## src/rtl/adxl345_seq_if.sv

```systemverilog
`default_nettype none
// ============================================================================
// Module   : adxl345_seq_if
// Brief    : 3-wire SPI pin bundle between adxl345_seq and the SDIO tristate.
// Revision : 1.0
// ============================================================================
interface adxl345_seq_if;
  logic oSPI_CSN;
  logic oSPI_CLK;
  logic oSDIO_O;
  logic oSDIO_OE;
  logic iSDIO_I;

  modport master (
    output oSPI_CSN,
    output oSPI_CLK,
    output oSDIO_O,
    output oSDIO_OE,
    input  iSDIO_I
  );

  modport slave (
    input  oSPI_CSN,
    input  oSPI_CLK,
    input  oSDIO_O,
    input  oSDIO_OE,
    output iSDIO_I
  );
endinterface
`default_nettype wire

```

## src/rtl/adxl345_seq.sv

```systemverilog
`default_nettype none
// ============================================================================
// Module   : adxl345_seq
// Brief    : ADXL345 3-wire SPI configuration writer and periodic X/Y/Z reader.
// Revision : 1.0
// ============================================================================
module adxl345_seq #(
  parameter int         CLK_DIV       = 13,
  parameter int         SAMPLE_CYCLES = 500000,
  parameter logic [7:0] BW_RATE       = 8'h0A,
  parameter logic [1:0] RANGE         = 2'b00
) (
  input  wire                 iCLK,
  input  wire                 iRST,
  input  wire                 iEN,
  adxl345_seq_if.master       spi,
  output logic signed [15:0]  oX,
  output logic signed [15:0]  oY,
  output logic signed [15:0]  oZ,
  output logic                oVALID,
  output logic                oCFG_DONE,
  output logic                oBUSY
);

  localparam int CNT_W = $clog2(2 * CLK_DIV + 1);
  localparam int TMR_W = $clog2(SAMPLE_CYCLES + 1);

  localparam logic [CNT_W-1:0] c_half_last = CNT_W'(CLK_DIV - 1);
  localparam logic [CNT_W-1:0] c_gap_last  = CNT_W'(2 * CLK_DIV - 1);
  localparam logic [TMR_W-1:0] c_tmr_load  = TMR_W'(SAMPLE_CYCLES - 1);
  localparam logic [5:0]       c_wr_bits   = 6'd16;
  localparam logic [5:0]       c_rd_bits   = 6'd56;
  localparam logic [5:0]       c_cmd_bits  = 6'd8;
  localparam logic [7:0]       c_rd_cmd    = 8'hF2;

  typedef enum logic [2:0] {
    S_IDLE  = 3'd0,
    S_SETUP = 3'd1,
    S_LOW   = 3'd2,
    S_HIGH  = 3'd3,
    S_HOLD  = 3'd4,
    S_GAP   = 3'd5,
    S_WAIT  = 3'd6
  } state_t;

  state_t           r_state;
  state_t           w_state_nxt;
  logic [CNT_W-1:0] r_cnt;
  logic [5:0]       r_bit;          // bits started in the current transaction
  logic [15:0]      r_tx;
  logic [47:0]      r_rx;
  logic             r_is_read;
  logic [1:0]       r_cfg_idx;
  logic             r_cfg_done;
  logic [TMR_W-1:0] r_timer;
  logic             r_csn;
  logic             r_sclk;
  logic             r_sdo;
  logic             r_oe;
  logic [15:0]      r_x;
  logic [15:0]      r_y;
  logic [15:0]      r_z;
  logic             r_valid;

  logic             w_last;
  logic             w_enter;
  logic             w_active_nxt;
  logic [5:0]       w_bits_total;
  logic [15:0]      w_cfg_word;

  assign w_last       = (r_state == S_GAP) ? (r_cnt == c_gap_last) : (r_cnt == c_half_last);
  assign w_enter      = (w_state_nxt != r_state);
  assign w_active_nxt = (w_state_nxt == S_SETUP) || (w_state_nxt == S_LOW) ||
                        (w_state_nxt == S_HIGH)  || (w_state_nxt == S_HOLD);
  assign w_bits_total = r_is_read ? c_rd_bits : c_wr_bits;

  // Write words are {R=0, MB=0, addr[5:0], data}
  always_comb begin
    w_cfg_word = 16'h0000;
    case (r_cfg_idx)
      2'd0:    w_cfg_word = {2'b00, 6'h31, 1'b0, 1'b1, 4'b0000, RANGE};
      2'd1:    w_cfg_word = {2'b00, 6'h2C, BW_RATE};
      default: w_cfg_word = {2'b00, 6'h2D, 8'h08};
    endcase
  end

  always_comb begin
    w_state_nxt = r_state;
    case (r_state)
      S_IDLE:  if (iEN) w_state_nxt = S_SETUP;
      S_SETUP: if (w_last) w_state_nxt = S_LOW;
      S_LOW:   if (w_last) w_state_nxt = S_HIGH;
      S_HIGH:  if (w_last) w_state_nxt = (r_bit < w_bits_total) ? S_LOW : S_HOLD;
      S_HOLD:  if (w_last) w_state_nxt = S_GAP;
      S_GAP: begin
        if (w_last) begin
          if (!iEN)                  w_state_nxt = S_IDLE;
          else if (!r_cfg_done)      w_state_nxt = S_SETUP;
          else if (r_timer == '0)    w_state_nxt = S_SETUP;
          else                       w_state_nxt = S_WAIT;
        end
      end
      S_WAIT: begin
        // iEN takes priority over a timer expiry in the same cycle
        if (!iEN)                 w_state_nxt = S_IDLE;
        else if (r_timer == '0)   w_state_nxt = S_SETUP;
      end
      default: w_state_nxt = S_IDLE;
    endcase
  end

  always_ff @(posedge iCLK) begin
    if (iRST) begin
      r_state    <= S_IDLE;
      r_cnt      <= '0;
      r_bit      <= '0;
      r_tx       <= '0;
      r_rx       <= '0;
      r_is_read  <= 1'b0;
      r_cfg_idx  <= '0;
      r_cfg_done <= 1'b0;
      r_timer    <= '0;
      r_csn      <= 1'b1;
      r_sclk     <= 1'b1;
      r_sdo      <= 1'b0;
      r_oe       <= 1'b0;
      r_x        <= '0;
      r_y        <= '0;
      r_z        <= '0;
      r_valid    <= 1'b0;
    end else begin
      r_state <= w_state_nxt;
      r_valid <= 1'b0;
      r_csn   <= !w_active_nxt;
      r_sclk  <= (w_state_nxt != S_LOW);

      if (w_enter || r_state == S_IDLE || r_state == S_WAIT)
        r_cnt <= '0;
      else
        r_cnt <= r_cnt + CNT_W'(1);

      if (w_enter && w_state_nxt == S_SETUP && r_cfg_done)
        r_timer <= c_tmr_load;
      else if (r_timer != '0)
        r_timer <= r_timer - TMR_W'(1);

      // Data bits follow the 8-bit command; capture on the SCLK rising edge
      if (r_state == S_LOW && w_last && r_is_read && r_bit > c_cmd_bits)
        r_rx <= {r_rx[46:0], spi.iSDIO_I};

      if (w_enter) begin
        case (w_state_nxt)
          S_SETUP: begin
            r_is_read <= r_cfg_done;
            r_tx      <= r_cfg_done ? {c_rd_cmd, 8'h00} : w_cfg_word;
            r_bit     <= '0;
            r_oe      <= 1'b1;
          end
          S_LOW: begin
            r_sdo <= r_tx[15];
            r_tx  <= {r_tx[14:0], 1'b0};
            r_bit <= r_bit + 6'd1;
            if (r_is_read && r_bit == c_cmd_bits)
              r_oe <= 1'b0;
          end
          S_GAP: begin
            r_oe <= 1'b0;
            if (r_is_read) begin
              r_x     <= {r_rx[39:32], r_rx[47:40]};
              r_y     <= {r_rx[23:16], r_rx[31:24]};
              r_z     <= {r_rx[7:0],   r_rx[15:8]};
              r_valid <= 1'b1;
            end else if (r_cfg_idx == 2'd2) begin
              r_cfg_done <= 1'b1;
            end else begin
              r_cfg_idx <= r_cfg_idx + 2'd1;
            end
          end
          default: ;
        endcase
      end
    end
  end

  assign spi.oSPI_CSN = r_csn;
  assign spi.oSPI_CLK = r_sclk;
  assign spi.oSDIO_O  = r_sdo;
  assign spi.oSDIO_OE = r_oe;
  assign oX           = r_x;
  assign oY           = r_y;
  assign oZ           = r_z;
  assign oVALID       = r_valid;
  assign oCFG_DONE    = r_cfg_done;
  assign oBUSY        = !r_csn;

endmodule
`default_nettype wire

```

## src/flat_wrapper.sv

```systemverilog
// flat-port wrapper written by rule: the top's interface ports become plain ports
module adxl345_seq_flat 
#(
  parameter int         CLK_DIV       = 13,
  parameter int         SAMPLE_CYCLES = 500000,
  parameter logic [7:0] BW_RATE       = 8'h0A,
  parameter logic [1:0] RANGE         = 2'b00
)
  (iCLK, iRST, iEN, oX, oY, oZ, oVALID, oCFG_DONE, oBUSY, spi_oSPI_CSN, spi_oSPI_CLK, spi_oSDIO_O, spi_oSDIO_OE, spi_iSDIO_I);
  adxl345_seq_if spi_i ();
  input  wire iCLK;
  input  wire iRST;
  input  wire iEN;
  output logic signed [15:0] oX;
  output logic signed [15:0] oY;
  output logic signed [15:0] oZ;
  output logic oVALID;
  output logic oCFG_DONE;
  output logic oBUSY;
  output wire logic [$bits(spi_i.oSPI_CSN)-1:0] spi_oSPI_CSN;
  output wire logic [$bits(spi_i.oSPI_CLK)-1:0] spi_oSPI_CLK;
  output wire logic [$bits(spi_i.oSDIO_O)-1:0] spi_oSDIO_O;
  output wire logic [$bits(spi_i.oSDIO_OE)-1:0] spi_oSDIO_OE;
  input wire logic [$bits(spi_i.iSDIO_I)-1:0] spi_iSDIO_I;
  assign spi_oSPI_CSN = spi_i.oSPI_CSN;
  assign spi_oSPI_CLK = spi_i.oSPI_CLK;
  assign spi_oSDIO_O = spi_i.oSDIO_O;
  assign spi_oSDIO_OE = spi_i.oSDIO_OE;
  assign spi_i.iSDIO_I = spi_iSDIO_I;
  adxl345_seq #(.CLK_DIV(CLK_DIV), .SAMPLE_CYCLES(SAMPLE_CYCLES), .BW_RATE(BW_RATE), .RANGE(RANGE)) u_core (.iCLK(iCLK), .iRST(iRST), .iEN(iEN), .spi(spi_i), .oX(oX), .oY(oY), .oZ(oZ), .oVALID(oVALID), .oCFG_DONE(oCFG_DONE), .oBUSY(oBUSY));
endmodule
```

## config.mk

```make
export PLATFORM = sky130hd
export DESIGN_NAME = adxl345_seq_flat
export DESIGN_NICKNAME = d
export VERILOG_FILES = /design/src/rtl/adxl345_seq_if.sv /design/src/rtl/adxl345_seq.sv /design/src/flat_wrapper.sv
export SDC_FILE = /design/constraint.sdc
export NUM_CORES = 1
export LEC_CHECK = 0
export ABC_AREA = 0
export BUFFER_PORTS_ARGS = -buffer_cell sky130_fd_sc_hd__buf_2
export CAP_MARGIN = 0
export CORE_MARGIN = 5
export CORE_UTILIZATION = 47
export CTS_CLUSTER_DIAMETER = 30
export DETAILED_ROUTE_END_ITERATION = 8
export GPL_TIMING_DRIVEN = 0
export PLACE_DENSITY_LB_ADDON = 0.12
export SYNTH_ARGS = -nofsm -noshare
export SYNTH_HDL_FRONTEND = slang
export SYNTH_SLANG_ARGS = --single-unit
export TNS_END_PERCENT = 100
```

## constraint.sdc

```tcl
create_clock -name iCLK -period 6.5 [get_ports iCLK]
set_clock_uncertainty 0.05 [all_clocks]
set_input_delay 0.65 -clock iCLK [delete_from_list [all_inputs] [get_ports iCLK]]
set_output_delay 0.65 -clock iCLK [all_outputs]
set_load 0.005 [all_outputs]
```

# [Word level (Yosys, flattened, before mapping)]
# Index checks and enable logic that the tools add are counted.
[totals] elab_cells=101 input_bits=4 regBits=154
[op_classes] addsub=4 n_bitwise=4 order_cmp=2 mux=24 n_reduce_logical=30 eq_ne=19
[ops] cell="$mux 19" n=2
[ops] cell="$mux 3" n=12
[ops] cell="$pmux 16 s2" n=1
[ops] cell="$pmux 13 s2" n=1
[ops] cell="$pmux 3 s7" n=1
[ops] cell="$logic_not 19->1" n=1
[ops] cell="$reduce_bool 19->1" n=1
[ops] cell="$sub 19x1->19 const B" n=1
[ops] cell="$mux 16" n=1
[ops] cell="$eq 3x3->1 const B" n=5
[ops] cell="$eq 3x2->1 const B" n=4
[ops] cell="$pmux 6 s2" n=1
[ops] cell="$reduce_and 4->1" n=2
[ops] cell="$add 6x1->6 const B" n=1
[ops] cell="$eq 3x1->1 const B" n=2
[ops] cell="$eq 6x4->1 const B" n=1
[ops] cell="$gt 6x4->1 const B" n=1
[ops] cell="$logic_and 1x1->1" n=6
[ops] cell="$lt 6x6->1" n=1
[ops] cell="$mux 6" n=1
[ops] cell="$reduce_and 2->1" n=3
[ops] cell="$reduce_and 3->1" n=2
[ops] cell="$add 5x1->5 const B" n=1
[ops] cell="$eq 5x4->1 const B" n=1
[ops] cell="18 further kinds" n=30

# [Longest topological paths before layout]
# Gate-level depths: netlist (run 1).
[logic_depth] ltp_word=11 ltp_mapped=11

# [Worst setup path before layout (run 1)]
# No wires, ideal clock.
[synth_path] kind="register -> register" from="reg u_core.r_timer[5]" to="reg u_core.r_bit[0]" synth_period_minus_slack_ns=2.942 n_path_buf=2 path_stages_with_launch=10 required_ns=6.329 path_slack_ns=3.558 arrival_time_ns=2.771 cell_sequence="dfxtp_1 > or4_1 > buf_2 > nor4_4 > nand2_2 > a221o_1 > buf_6 > o41ai_4 > nor2_1 > mux2_2"
[synth_between] elab_chain_len=9 word_cells_on_any_way=14
[synth_rtl] element="from (decl)" line="adxl345_seq.sv:55" source="logic [TMR_W-1:0] r_timer;"
[synth_rtl] element="from (signal assigned)" line="adxl345_seq.sv:143" source="r_timer <= c_tmr_load;"
[synth_rtl] element="from (signal assigned)" line="adxl345_seq.sv:145" source="r_timer <= r_timer - TMR_W'(1);"
[synth_rtl] element="$logic_not 19->1 (*)" line="adxl345_seq.sv:99, adxl345_seq.sv:106"
[synth_rtl] element="$mux 3" line="adxl345_seq.sv:99" source="else if (r_timer == '0) w_state_nxt = S_SETUP;"
[synth_rtl] element="$mux 3" line="adxl345_seq.sv:98" source="else if (!r_cfg_done) w_state_nxt = S_SETUP;"
[synth_rtl] element="$mux 3" line="adxl345_seq.sv:97" source="if (!iEN) w_state_nxt = S_IDLE;"
[synth_rtl] element="$mux 3" line="adxl345_seq.sv:96" source="if (w_last) begin"
[synth_rtl] element="$pmux 3 s7 (*)" line="adxl345_seq.sv:89" source="case (r_state)"
[synth_rtl] element="$eq 3x1->1 or $eq 3x2->1 (tied branches)" line="adxl345_seq.sv:152" source="case (w_state_nxt)"
[synth_rtl] element="$reduce_bool 2->1 (no source line)"
[synth_rtl] element="$reduce_and 2->1 (no source line)"
[synth_rtl] element="to (signal assigned)" line="adxl345_seq.sv:162" source="r_bit <= r_bit + 6'd1;"
[synth_rtl] element="to (decl)" line="adxl345_seq.sv:49" source="logic [5:0] r_bit;"
# Every way passes the cells marked *; elsewhere a longest branch is shown, timed or not.
# A chain may end at the register's enable or synchronous reset.

# [Worst setup path in the final report (run 1)]
[layout_path] from="reg u_core.r_cnt[2]" to="reg u_core.r_rx[30]"
[layout_between] elab_chain_len=5 word_cells_on_any_way=6
[layout_rtl] element="from (decl)" line="adxl345_seq.sv:48" source="logic [CNT_W-1:0] r_cnt;"
[layout_rtl] element="from (signal assigned)" line="adxl345_seq.sv:140" source="r_cnt <= r_cnt + CNT_W'(1);"
[layout_rtl] element="$eq 5x4->1 or $eq 5x5->1 (tied branches)" line="adxl345_seq.sv:71" source="assign w_last = (r_state == S_GAP) ? (r_cnt == c_gap_last) : (r_cnt == c_half_last);"
[layout_rtl] element="$mux 1 (*)" line="adxl345_seq.sv:71"
[layout_rtl] element="$logic_and 1x1->1 (*) (3 in a row)" line="adxl345_seq.sv:148" source="if (r_state == S_LOW && w_last && r_is_read && r_bit > c_cmd_bits)"
[layout_rtl] element="to (signal assigned)" line="adxl345_seq.sv:149" source="r_rx <= {r_rx[46:0], spi.iSDIO_I};"
[layout_rtl] element="to (decl)" line="adxl345_seq.sv:51" source="logic [47:0] r_rx;"
# Marks and branches as above.

==> run summary, run 1 <==
outcome: finished, final reports clean
vias per cell: 5.33
DRT Pass-1 Iters: 5
Horiz. Die Dim: 126 um
Die ar.: 15800 sq um
synth warn: 0
EDFF count, synth: 0
fmax: 283 MHz
Routed WL: 15100 um
Hold Path Depth: 2
grt ovf: 0
Rows: 42
DRC violations left: 0
Clock transition at path regs: 60 ps
leak pwr: 2.68 nW
Final Core Density: 0.560
Tmin final: 3530 ps
Ports: 59
WL met2: 7030 um
hold path start: u_core.oY[1]
syn_area_per_cell: 8.20 sq um
Sinks on Clock Net: 153
top cell type by total area after synthesis: dfxtp_1
cts bufs inserted: 17
CP max stage cell: nor3_1
total track usage: 0.191
die height: 126 um
ys async rst share: 0
Core ar.: 13200 sq um
share of the synthesized area in the top cell type: 0.488
global placer's final weighted congestion: 0.877
hold crit path type: flip-flop to flip-flop
Worst-Margin Slew: 838 ps
final hold slack: 396 ps
Hold Path Sink: u_core.oY[1]
pwr dens: 325 nW/um^2
largest net degree at the start of global routing: 17
Final Non-Filler Cells: 1030
WP data arrival: 3830 ps
Startpoint Class: flip-flop
Post-Synthesis Net Count: 779
worst r2r src: u_core.r_cnt[2]
Seq/Total Area, Yosys: 0.488
beginning of the critical path: u_core.r_cnt[2]
Port-buffer cells: 58
Skew-Pair Late Insertion Delay: 420 ps
Synth area leaders: dfxtp_1 (49%), nand2_1 (13%), a21oi_1 (9.2%), clkbuf_1 (2.7%), ha_1 (2.0%)
delay-heaviest family, CP: simple AND/OR/NAND/NOR gates
Max Cap Viol: 0
final setup TNS: 0 ps
crit-path cells: or3b_2, clkbuf_1, nor3_1, nor4b_1, clkbuf_1, clkbuf_1, nand2_1, a21oi_1
Buf/Inv on CP: 3
Slew Viols, Final: 0
Setup crit end kind: flip-flop
most frequent CP cell: clkbuf_1
critical path fanouts, max: 10
Seq cells post-synth: 153
htree depth: 4
Final Setup Violations: 0
Worst Setup Path Type: flip-flop to flip-flop
normalized max-slew margin: 0.440
CP Data Required Time: 6800 ps
number of global-route vias before repair: 5141
Mapped Cells: 765
Vias: 5488
Peak VDD IR: 0.181 mV
synth unique cells: 59
starting density of the core: 0.476
Primary FF master, synth: dfxtp_1
root buffer selected by CTS: clkbuf_16
DRT antenna net count: 0
fraction of layout cells with a size suffix above 1: 0.128
WL per Instance: 14.7 um
highest routed layer: met4
DP Cell Count: 999
antenna cells: 0
first-pass GRT wire length: 24800 um
crit-path max cell delay: 700 ps
initial antenna violation count: 0
CTS max path bufs: 2
fin nets: 856
Mapped Area: 6270 sq um
DP HPWL: 10700 um
Design Power: 2.40 mW
Final Hold Viols: 0
CTS tree: done
FF-to-FF setup slack: 2970 ps
RSZ-0062 raised after global routing: no
drt initial violations: 334
post_cts resized: 0
Tcrit/Tclk final: 0.543
Post-CTS Hold Fix Bufs: 0
met3 wire len: 730 um
r2r endpoint: u_core.r_rx[30]
Synth-to-Final Area Change: 17.8%
postcts setup bufs: 0
Worst R2R Path Depth: 8
Metal-1 WL: 7090 um
[worst max-delay path by stage]
stage,depth (start not counted),to
floorplan,9,u_core.r_bit[0]
global placement,8,u_core.r_rx[31]
detailed placement,8,u_core.r_rx[27]
CTS,8,u_core.r_rx[30]
global route,8,u_core.r_rx[25]
finish,8,u_core.r_rx[30]
[logic make-up (layout without fill, tap and decap cells)]
group	count (synthesis)	in the layout	synth area share
multiplexers	3	3	0.00519
flip-flops	153	153	0.488
AO/OA/AOI/OAI	166	166	0.165
AND/OR/NAND/NOR	349	349	0.255
XOR/XNOR	18	18	0.0251
buffers and inverters	66	155	0.0423
adder cells (fa/ha/maj)	10	10	0.0199
[cell usage after synthesis, types with 3 or more instances]
cell / count
nor4b_1: 4
a22o_1: 3
or3_1: 3
a221oi_1: 3
nor3b_1: 7
nor2b_1: 4
xnor2_1: 12
dfxtp_1: 153
nand3_1: 12
nand2b_1: 7
o211a_1: 3
a21oi_1: 115
nor2_1: 31
ha_1: 10
o21a_1: 4
nand3b_1: 6
nor3_1: 22
or3b_2: 3
a211oi_1: 6
a21o_1: 3
xor2_1: 6
and2_1: 5
or4_1: 5
inv_1: 16
a31oi_1: 5
nand2_1: 217
nor4_1: 13
clkbuf_1: 45
[worst reg2reg max path, stage by stage (launching register included)]
cell and delay [ps]:
dfxtp_1 410, or3b_2 450, clkbuf_1 170, nor3_1 700
nor4b_1 580, clkbuf_1 430, clkbuf_1 410, nand2_1 120
a21oi_1 150
[registers in the layout (all words and copies together) (netlist names), 2 cells and up]
| register | cells |
|---|---|
| u_core.r_state | 3 |
| u_core.r_cfg_idx | 2 |
| u_core.oZ | 16 |
| u_core.oY | 16 |
| u_core.r_bit | 6 |
| u_core.r_rx | 48 |
| u_core.oX | 16 |
| u_core.r_cnt | 5 |
| u_core.r_timer | 19 |
| u_core.r_tx | 15 |
[final cells by class]
type | instances | area, sq um
flip-flops and latches | 153 | 3060
inverters | 16 | 60.1
plain buffers | 50 | 205
repair buffers | 58 | 290
well taps | 176 | 220
clock inverters | 10 | 144
fillers | 1236 | 5800
multi-input cells | 546 | 2950
clock buffers | 21 | 460
[per-stage QoR]
step,setup slack (ps),instance area [sq um]
after floorplan,3560,6270
after global placement,3090,6780
after detailed placement,3030,6780
after CTS,2990,7390
after global routing,2640,7390
final,2970,7390
[report_power, final]
part           internal (mW)  leakage [nW]  switching [mW]  total (mW)
logic                  0.153          1.16           0.209       0.362
registers              0.991          1.24          0.0464        1.04
clock network          0.624         0.286           0.379        1.00
total                   1.77          2.68           0.635        2.40
[placed cells by master, fill, tap and decap left out, types with 12 or more instances in the layout]
master     instances
nand2_1          217
dfxtp_1          153
a21oi_1          115
buf_2             60
clkbuf_1          47
nor2_1            31
nor3_1            22
clkbuf_16         17
inv_1             16
nor4_1            13
nand3_1           12
xnor2_1           12
[metal layers]
metal	track usage	vias to the layer above
met4	0.0753	0
met5	0	-
li1	-	2779
met3	0.0422	24
met1	0.251	2557
met2	0.308	128
Note: power is estimated with default switching activity, not from simulation.
==> run 2: changes to the inputs <==
- ABC_AREA: 0 -> 1
- clock period: 6.5 -> 3.2 ns (I/O delays scaled with it)
==> run summary, run 2 <==
outcome: finished, final reports clean
postcts setup bufs: 0 (unchanged)
critical path fanouts, max: 10 (unchanged)
global placer's final weighted congestion: 0.784 (-11%)
WP data arrival: 2820 ps (-1010 ps)
r2r endpoint: u_core.r_rx[15]
DRC violations left: 0 (unchanged)
DP HPWL: 10300 um (-3.4%)
drt initial violations: 405 (+21%)
Top reg by flops: u_core.r_rx
crit-path max cell delay: 540 ps (-160 ps)
hold path start: spi_iSDIO_I
Buf/Inv on CP: 4 (+1)
share of the synthesized area in the top cell type: 0.462 (-0.0263)
largest net degree at the start of global routing: 17 (unchanged)
Design Power: 5.05 mW (+110%)
antenna cells: 0 (unchanged)
Tmin final: 2590 ps (-946 ps)
Final Setup Violations: 0 (unchanged)
grt ovf: 0 (unchanged)
number of fill cells: 1344 (+8.7%)
Port-buffer cells: 57 (-1.7%)
Commonest cells post-synth: dfxtp_1 (153), inv_1 (140), nor2_1 (121)
RSZ-0062 raised after global routing: no
delay-heaviest family, CP: simple AND/OR/NAND/NOR gates
worst r2r src: u_core.r_state[1]
Primary FF master, synth: dfxtp_1
Peak VDD IR: 0.457 mV (+150%)
biggest regs: u_core.r_rx (48), u_core.r_timer (19)
Synth area leaders: dfxtp_1 (46%), inv_1 (7.9%), nor2_1 (6.9%), nand2_1 (6.4%), a21oi_1 (6.0%)
hold crit path type: primary input to flip-flop
FF-to-FF setup slack: 610 ps (-2350 ps)
die height: 129 um (+2.6%)
DRT antenna net count: 0 (unchanged)
fraction of layout cells with a size suffix above 1: 0.149 (+0.0215)
Ports: 59 (unchanged)
Worst-Margin Slew: 707 ps (-131 ps)
Mapped Area: 6630 sq um (+5.7%)
cts bufs inserted: 17 (unchanged)
fmax: 387 MHz (+37%)
ys async rst share: 0 (unchanged)
Routed WL: 14400 um (-4.8%)
Sinks on Clock Net: 153 (unchanged)
leak pwr: 3.15 nW (+17%)
CP Data Required Time: 3430 ps (-3370 ps)
final hold slack: 103 ps (-293 ps)
Final Core Density: 0.559 (-0.000829)
most common cell after layout, fill and taps aside: dfxtp_1
WL per Instance: 12.6 um (-14%)
Tcrit/Tclk final: 0.808 (+0.265)
most common cell in the netlist: dfxtp_1
syn_area_per_cell: 7.62 sq um (-7.1%)
CTS max path bufs: 2 (unchanged)
CTS tree: done
first-pass GRT wire length: 24200 um (-2.5%)
Clock transition at path regs: 60 ps (about the same)
multi-input logic area: 2810 sq um (-4.5%)
Seq/Total Area, Yosys: 0.462 (-0.0263)
synth unique cells: 38 (-36%)
Core ar.: 13900 sq um (+5.2%)
initial antenna violation count: 0 (unchanged)
register area: 3060 sq um (unchanged)
final setup TNS: 0 ps (unchanged)
Mapped Cells: 870 (+14%)
Horiz. Die Dim: 129 um (+2.6%)
Skew-Pair Late Insertion Delay: 420 ps (about the same)
Post-CTS Hold Fix Bufs: 0 (unchanged)
root buffer selected by CTS: clkbuf_16
Slew Viols, Final: 0 (unchanged)
Die ar.: 16600 sq um (+5.2%)
DRT Pass-1 Iters: 4 (-1)
synth warn: 0 (unchanged)
htree depth: 4 (unchanged)
vias per cell: 4.82 (-9.6%)
Post-Synthesis Net Count: 884 (+13%)
Hold Path Depth: 3 (+1)
CP max stage cell: nor4_2
total track usage: 0.180 (-0.0113)
Startpoint Class: flip-flop
Synth-to-Final Area Change: 17.1%
Vias: 5488 (unchanged)
top cell type by total area after synthesis: dfxtp_1
max FFs per register: 48 (unchanged)
pwr dens: 650 nW/um^2 (+100%)
crit-path cells: inv_2, nand3_4, nand2_1, nand3_4, inv_2, nand2_1, nor4_2, buf_2, buf_2, a211oi_1
fin nets: 960 (+12%)
Final Hold Viols: 0 (unchanged)
number of global-route vias before repair: 5074 (-1.3%)
Worst Setup Path Type: flip-flop to flip-flop
post_cts resized: 0 (unchanged)
Setup crit end kind: flip-flop
EDFF count, synth: 0 (unchanged)
Hold Path Sink: u_core.r_rx[0]
normalized max-slew margin: 0.524 (+0.0844)
Worst R2R Path Depth: 10 (+2)
starting density of the core: 0.478 (+0.00202)
Max Cap Viol: 0 (unchanged)
Rows: 43 (+2.4%)
most frequent cells in the layout: dfxtp_1 (153), inv_1 (140), nor2_1 (121)
Seq cells post-synth: 153 (unchanged)
run 2: cell count changes in the layout (fill, tap and decap cells not counted), sizes merged, moves of 34 or more:
cell,previous run,this run
inv,17,151
nand2,218,120
nor2,32,128
o21ai,3,60
a211oi,7,48
a21oi,115,81
run 2: worst max-delay path by stage:
stage | start | slack (ps) | to | depth (start not counted)
3_3_place_gp | u_core.r_is_read | 610 | u_core.r_tx[6] | 16
2_1_floorplan | u_core.r_is_read | 1000 | u_core.r_tx[10] | 16
3_5_place_dp | u_core.r_state[1] | 600 | u_core.oZ[5] | 9
4_1_cts | u_core.r_state[1] | 590 | u_core.oZ[3] | 9
5_1_grt | u_core.r_is_read | 350 | u_core.r_tx[4] | 16
6_report | u_core.r_state[1] | 610 | u_core.r_rx[15] | 10
run 2: kinds of logic (layout without fill, tap and decap cells):
group | after synthesis | after routing | synth area share
compound gates | 195 | 195 | 0.170
buf+inv | 189 | 278 | 0.114
simple gates | 306 | 306 | 0.213
fa+ha+maj | 10 | 10 | 0.0189
xor+xnor | 17 | 17 | 0.0225
flops | 153 | 153 | 0.462
run 2: stage by stage:
stage | setup WS (ps) | instances | instance area (sq um)
global placement | 611 | 1107 | 7140
global route | 350 | 1139 | 7760
finish | 614 | 1139 | 7760
detailed placement | 604 | 1107 | 7140
CTS | 588 | 1139 | 7760
floorplan | 1000 | 870 | 6630
run 2: metal layers:
layer | track usage | part of all wire
met2 | 0.287 | 0.47
met3 | 0.0473 | 0.034
met4 | 0.0605 | 0.0097
met5 | 0 | 0
met1 | 0.238 | 0.49
run 2: area by class of cell:
class / count / area share
clock inverters: 14 / 0.0237
inverters: 145 / 0.0701
flip-flops and latches: 153 / 0.395
multi-input cells: 528 / 0.362
plain buffers: 44 / 0.0269
repair buffers: 57 / 0.0367
clock buffers: 18 / 0.0566
well taps: 180 / 0.0290
run 2: power by group:
group / total (mW) / switching [mW] / leakage, nW / internal, mW
clock network: 2.11 / 0.840 / 0.305 / 1.27
logic: 0.846 / 0.533 / 1.60 / 0.314
registers: 2.09 / 0.0819 / 1.24 / 2.01
total: 5.04 / 1.45 / 3.15 / 3.59
run 2: worst reg2reg max path, stage by stage, from the launching register on:
cell and delay (ps):
dfxtp_1 370, inv_2 170, nand3_4 100, nand2_1 160
nand3_4 160, inv_2 110, nand2_1 70, nor4_2 540
buf_2 340, buf_2 260, a211oi_1 110
